==> src/rtl/if_fetch_unit.sv <==
// ----------------------------------------------------------------------------
// if_fetch_unit
//   Instruction-fetch stage. Keeps a fetch pointer, issues requests to the
//   instruction memory and delivers one registered instruction per cycle to
//   the IF/ID register. Handles memory wait states, hazard freezes (a word
//   returning during a freeze is parked in a hold buffer) and branch
//   redirects (an in-flight request is allowed to finish and its data is
//   discarded).
//
// Ports
//   clk             rising-edge clock
//   rst             asynchronous reset, active low
//   Branch_taken    redirect request (priority over Freeze and returning data)
//   Branch_address  redirect target, sampled only with Branch_taken
//   Freeze          hazard stall: hold outputs, issue no new fetch
//   imem_req        memory request
//   imem_addr       memory fetch address (the fetch pointer)
//   imem_ready      memory completes the current request this cycle
//   imem_rdata      instruction word, valid with imem_ready
//   Instruction     registered instruction (0 = NOP on a bubble)
//   PC              registered fetch address + PC_STEP
//   Valid           Instruction/PC carry a real instruction
// ----------------------------------------------------------------------------
module if_fetch_unit #(
    parameter logic [31:0] RESET_PC = 32'h0000_0000,
    parameter logic [31:0] PC_STEP  = 32'd4
) (
    input  logic        clk,
    input  logic        rst,
    input  logic        Branch_taken,
    input  logic [31:0] Branch_address,
    input  logic        Freeze,
    output logic        imem_req,
    output logic [31:0] imem_addr,
    input  logic        imem_ready,
    input  logic [31:0] imem_rdata,
    output logic [31:0] Instruction,
    output logic [31:0] PC,
    output logic        Valid
);

    typedef enum logic [1:0] {
        S_FETCH = 2'd0,
        S_DROP  = 2'd1,
        S_HOLD  = 2'd2
    } state_t;

    state_t      state_q, state_d;
    logic [31:0] pc_q, pc_d;
    logic [31:0] instr_q, instr_d;
    logic [31:0] pcout_q, pcout_d;
    logic        valid_q, valid_d;
    logic [31:0] buf_q, buf_d;
    logic [31:0] redir_q, redir_d;
    logic [31:0] pc_inc;

    // Modulo-2^32 increment: wrap-around is intentional.
    assign pc_inc = pc_q + PC_STEP;

    always_ff @(posedge clk or negedge rst) begin
        if (!rst) begin
            state_q <= S_FETCH;
            pc_q    <= RESET_PC;
            instr_q <= 32'd0;
            pcout_q <= 32'd0;
            valid_q <= 1'b0;
            buf_q   <= 32'd0;
            redir_q <= 32'd0;
        end else begin
            state_q <= state_d;
            pc_q    <= pc_d;
            instr_q <= instr_d;
            pcout_q <= pcout_d;
            valid_q <= valid_d;
            buf_q   <= buf_d;
            redir_q <= redir_d;
        end
    end

    always_comb begin
        state_d = state_q;
        pc_d    = pc_q;
        instr_d = instr_q;
        pcout_d = pcout_q;
        valid_d = valid_q;
        buf_d   = buf_q;
        redir_d = redir_q;

        case (state_q)
            S_FETCH: begin
                if (Branch_taken) begin
                    instr_d = 32'd0;
                    pcout_d = 32'd0;
                    valid_d = 1'b0;
                    if (imem_ready) begin
                        pc_d = Branch_address;
                    end else begin
                        // The pending request must complete at its original
                        // address; remember where to go once it does.
                        redir_d = Branch_address;
                        state_d = S_DROP;
                    end
                end else if (Freeze) begin
                    if (imem_ready) begin
                        buf_d   = imem_rdata;
                        pc_d    = pc_inc;
                        state_d = S_HOLD;
                    end
                end else if (imem_ready) begin
                    instr_d = imem_rdata;
                    pcout_d = pc_inc;
                    valid_d = 1'b1;
                    pc_d    = pc_inc;
                end else begin
                    instr_d = 32'd0;
                    pcout_d = 32'd0;
                    valid_d = 1'b0;
                end
            end

            S_HOLD: begin
                if (Branch_taken) begin
                    instr_d = 32'd0;
                    pcout_d = 32'd0;
                    valid_d = 1'b0;
                    buf_d   = 32'd0;
                    pc_d    = Branch_address;
                    state_d = S_FETCH;
                end else if (!Freeze) begin
                    // pc_q already points past the buffered word.
                    instr_d = buf_q;
                    pcout_d = pc_q;
                    valid_d = 1'b1;
                    state_d = S_FETCH;
                end
            end

            S_DROP: begin
                instr_d = 32'd0;
                pcout_d = 32'd0;
                valid_d = 1'b0;
                if (Branch_taken) begin
                    redir_d = Branch_address;
                end
                if (imem_ready) begin
                    // The newest redirect wins, even one arriving this cycle.
                    pc_d    = Branch_taken ? Branch_address : redir_q;
                    state_d = S_FETCH;
                end
            end

            default: begin
                state_d = S_FETCH;
            end
        endcase
    end

    // Gating with rst keeps the request low throughout reset.
    assign imem_req    = rst & (state_q != S_HOLD);
    assign imem_addr   = pc_q;
    assign Instruction = instr_q;
    assign PC          = pcout_q;
    assign Valid       = valid_q;

endmodule

==> config.mk <==
export PLATFORM = sky130hd
export DESIGN_NAME = if_fetch_unit
export DESIGN_NICKNAME = d
export VERILOG_FILES = /design/src/rtl/if_fetch_unit.sv
export SDC_FILE = /design/constraint.sdc
export NUM_CORES = 1
export LEC_CHECK = 0
export ABC_AREA = 1
export CELL_PAD_IN_SITES_DETAIL_PLACEMENT = 0
export CELL_PAD_IN_SITES_GLOBAL_PLACEMENT = 1
export CORE_UTILIZATION = 30
export CTS_CLUSTER_DIAMETER = 80
export CTS_CLUSTER_SIZE = 20
export DETAILED_ROUTE_END_ITERATION = 6
export PLACE_DENSITY_LB_ADDON = 0.1
export SLEW_MARGIN = 40
export SYNTH_ARGS = -nofsm -noshare
export SYNTH_HDL_FRONTEND = slang
export SYNTH_SLANG_ARGS = --single-unit
==> constraint.sdc <==
create_clock -name clk -period 1.8 [get_ports clk]
set_input_delay 0.36 -clock clk [delete_from_list [all_inputs] [get_ports clk]]
set_output_delay 0.36 -clock clk [all_outputs]
set_load 0.005 [all_outputs]
==> results.toml <==
[status]
run_status = "finished, violations left"
violations = "negative setup slack"

[timing]
grt_setup_unrepaired = "yes"
fin_crit_sh = 1.01
worstMarginPinSlew_ns = 0.394
finalHoldViolCount = 0
slew_viol_final = 0
skew_ns = 0.0139
period_needed_ns = 1.81
final-setup-viol-count = 21
relSlewSlack = 0.738
max_freq_mhz = 551
tns_ns = -0.119
worst_slack_ns = -0.0142

[power_and_ir_drop]
leakagePower_nw = 6.19
ir_drop_mv = 0.764
power_mw = 23.2
p_per_area_mw_per_mm2 = 1720

[drt]
ant_nets = 0
drcViolationCount = 0
drt-vias-per-instance = 4.86
num_vias = 9434
wl_um = 34100
drtIter0Drc = 597
dr.pass1.iters = 5
wl_per_cell_um = 17.6

[logic_synthesis]
netlist_instances = 1270
ys_types = 28
netlist_area_sq_mm = 0.00895
syn_nets = 1343
syn_area_per_cell_sq_um = 7.05
synth-seq-cells = 163
synth_warnings = 0
synth_seq_area_share = 0.456

[placement]
hpwlAfterDp_um = 22400
pre_cts_ws_ns = -0.246
port_buffers = 166
gp_congestion = 0.806

[floorplanning]
rows = 62
io_pins = 167
core-area_sq_mm = 0.0290
start_util = 0.308
die_h_um = 175
fp.dieW_um = 175
die-area_sq_mm = 0.0305

[setup_path]
r2r-start = "state_q[1]$_DFFE_PN0P_"
worstPathMaxFanout = 8
cp-start-kind = "register"
end_kind = "register"
path_class = "reg2reg"
worstPathArrival_ns = 2.19
cp_data_required_time_ns = 2.17
startpoint = "state_q[1]$_DFFE_PN0P_"

[clock_tree]
htreeDepth = 4
cts.sinks = 163
cts_root_buffer = "clkbuf_16"
numCtsBuffers = 17
cts_buffer_depth = 2
clk_pin_slew_worst_paths_ns = 0.08
clock_latency_ns = 0.44
cts_tree = "yes"

[global_routing]
antenna_found_initial = 0
grt_overflow_total = 0
grt_max_degree = 65
grt_pass1_wl_um = 51100
track_usage = 0.215
grt_pass1_vias = 9170

[layout]
drive_gt1_frac = 0.194
layout_commonest_cell = "nand2_1"
syn_to_final_growth_pct = 50.6
layout.nets = 1618
final_cell_mix = "376 x nand2_1, 209 x a21oi_1, 150 x dfrtp_1, 139 x clkdlybuf4s50_1, 118 x nor2_1"
n_antenna_cell = 0
multi_input_area_sq_mm = 0.00460
regArea_sq_mm = 0.00410
fillers = 2939
utilization = 0.465

[worst_hold_path]
hold_path.class = "in2async"

[run]
maxCapViolations = 0
==> registers in the layout (all words and copies together) (netlist names) <==
register / cells
state_q: 2
PC: 32
Instruction: 32
Valid: 1
redir_q: 32
buf_q: 32
imem_addr: 32
==> kinds of logic after synthesis <==
| kind of cell | Yosys count | share of synthesized area |
|---|---|---|
| AOI/OAI and AO/OA | 318 | 0.183 |
| xor gates and xnor gates | 15 | 0.0147 |
| adders and majority gates | 4 | 0.00559 |
| buffers and inverters | 160 | 0.0709 |
| DFF | 163 | 0.456 |
| and+or+nand+nor | 610 | 0.270 |
==> per-stage QoR <==
step | hold slack (ns) | cell area, sq um | std cells
3_5_place_dp | 0.338 | 12000 | 1865
5_1_grt | 0.437 | 13500 | 1942
4_1_cts | 0.421 | 12800 | 1922
3_3_place_gp | 0.472 | 11900 | 1863
2_1_floorplan | 0.0644 | 8950 | 1270
6_report | 0.412 | 13500 | 1942
==> worst paths after layout <==
path	endpoint	slack, ns	depth (start not counted)
setup / recovery	buf_q[26]$_DFFE_PN0P_	-0.01	9
hold / removal	imem_addr[1]$_DFFE_PN0P_	0.41	3
setup reg to reg	buf_q[26]$_DFFE_PN0P_	-0.01	9
hold reg to reg	Valid$_DFFE_PN0P_	0.49	2
max in group asynchronous	buf_q[30]$_DFFE_PN0P_	0.42	5
min in group clk	state_q[1]$_DFFE_PN0P_	0.44	5
==> cells in the mapped netlist <==
cell type    n  area, sq um
xnor2_1      4         35.0
nor2_1     133          499
a31oi_1      5         31.3
inv_1       80          300
nor3_2       1         10.0
buf_1        8         30.0
nand2_1    397         1490
o21ai_0     64          320
and2_1       2         12.5
a221oi_4     1         26.3
nand3_1     68          340
o21ai_1      6         30.0
a22oi_1      1         7.51
o22ai_1      1         6.26
o211ai_1     1         7.51
or3_1        1         6.26
buf_2       27          135
ha_1         4         50.1
a211oi_1     3         22.5
dfrtp_1    163         4080
clkbuf_1    40          150
o22ai_2      1         12.5
a21oi_1    235         1180
nand2_2      1         6.26
nor2_2       3         18.8
inv_2        5         18.8
nand3b_1     4         30.0
xor2_1      11         96.3
==> critical path, stage by stage, from the launching register on <==
cell and delay (ns):
dfrtp_2 0.46, inv_4 0.09, ha_4 0.14, buf_6 0.11, nand2_2 0.07, a221oi_4 0.34
buf_6 0.20, clkbuf_16 0.17, nand3_1 0.07, o21ai_1 0.09
==> routing by layer <==
layer	share of wire	global-route usage
met5	0	0
met4	0.024	0.0717
met3	0.040	0.0366
met2	0.50	0.374
met1	0.44	0.270
==> layout make-up <==
type / instances / area share
clock inverters: 15 / 0.0140
well taps: 384 / 0.0356
inverters: 85 / 0.0239
multi-input cells: 947 / 0.341
repair buffers: 331 / 0.250
clock buffers: 17 / 0.0316
flip-flops and latches: 163 / 0.304
==> timing repair <==
item / CTS / global route
hold endpoints to repair: 40 / 0
endpoints found under the setup margin: 132 / 167
resized for setup: 50 / 132
hold buffers: 1 / 0
gates cloned: 0 / 10
pin swaps: 0 / 29
buffers inserted: 24 / 10
==> power by group <==
group	switching (mW)	internal, mW	total, mW
logic	6.88	6.12	13.0
clock network	1.90	1.89	3.79
registers	1.04	5.36	6.40
total	9.82	13.4	23.2
Note: power is estimated with default switching activity, not from simulation.
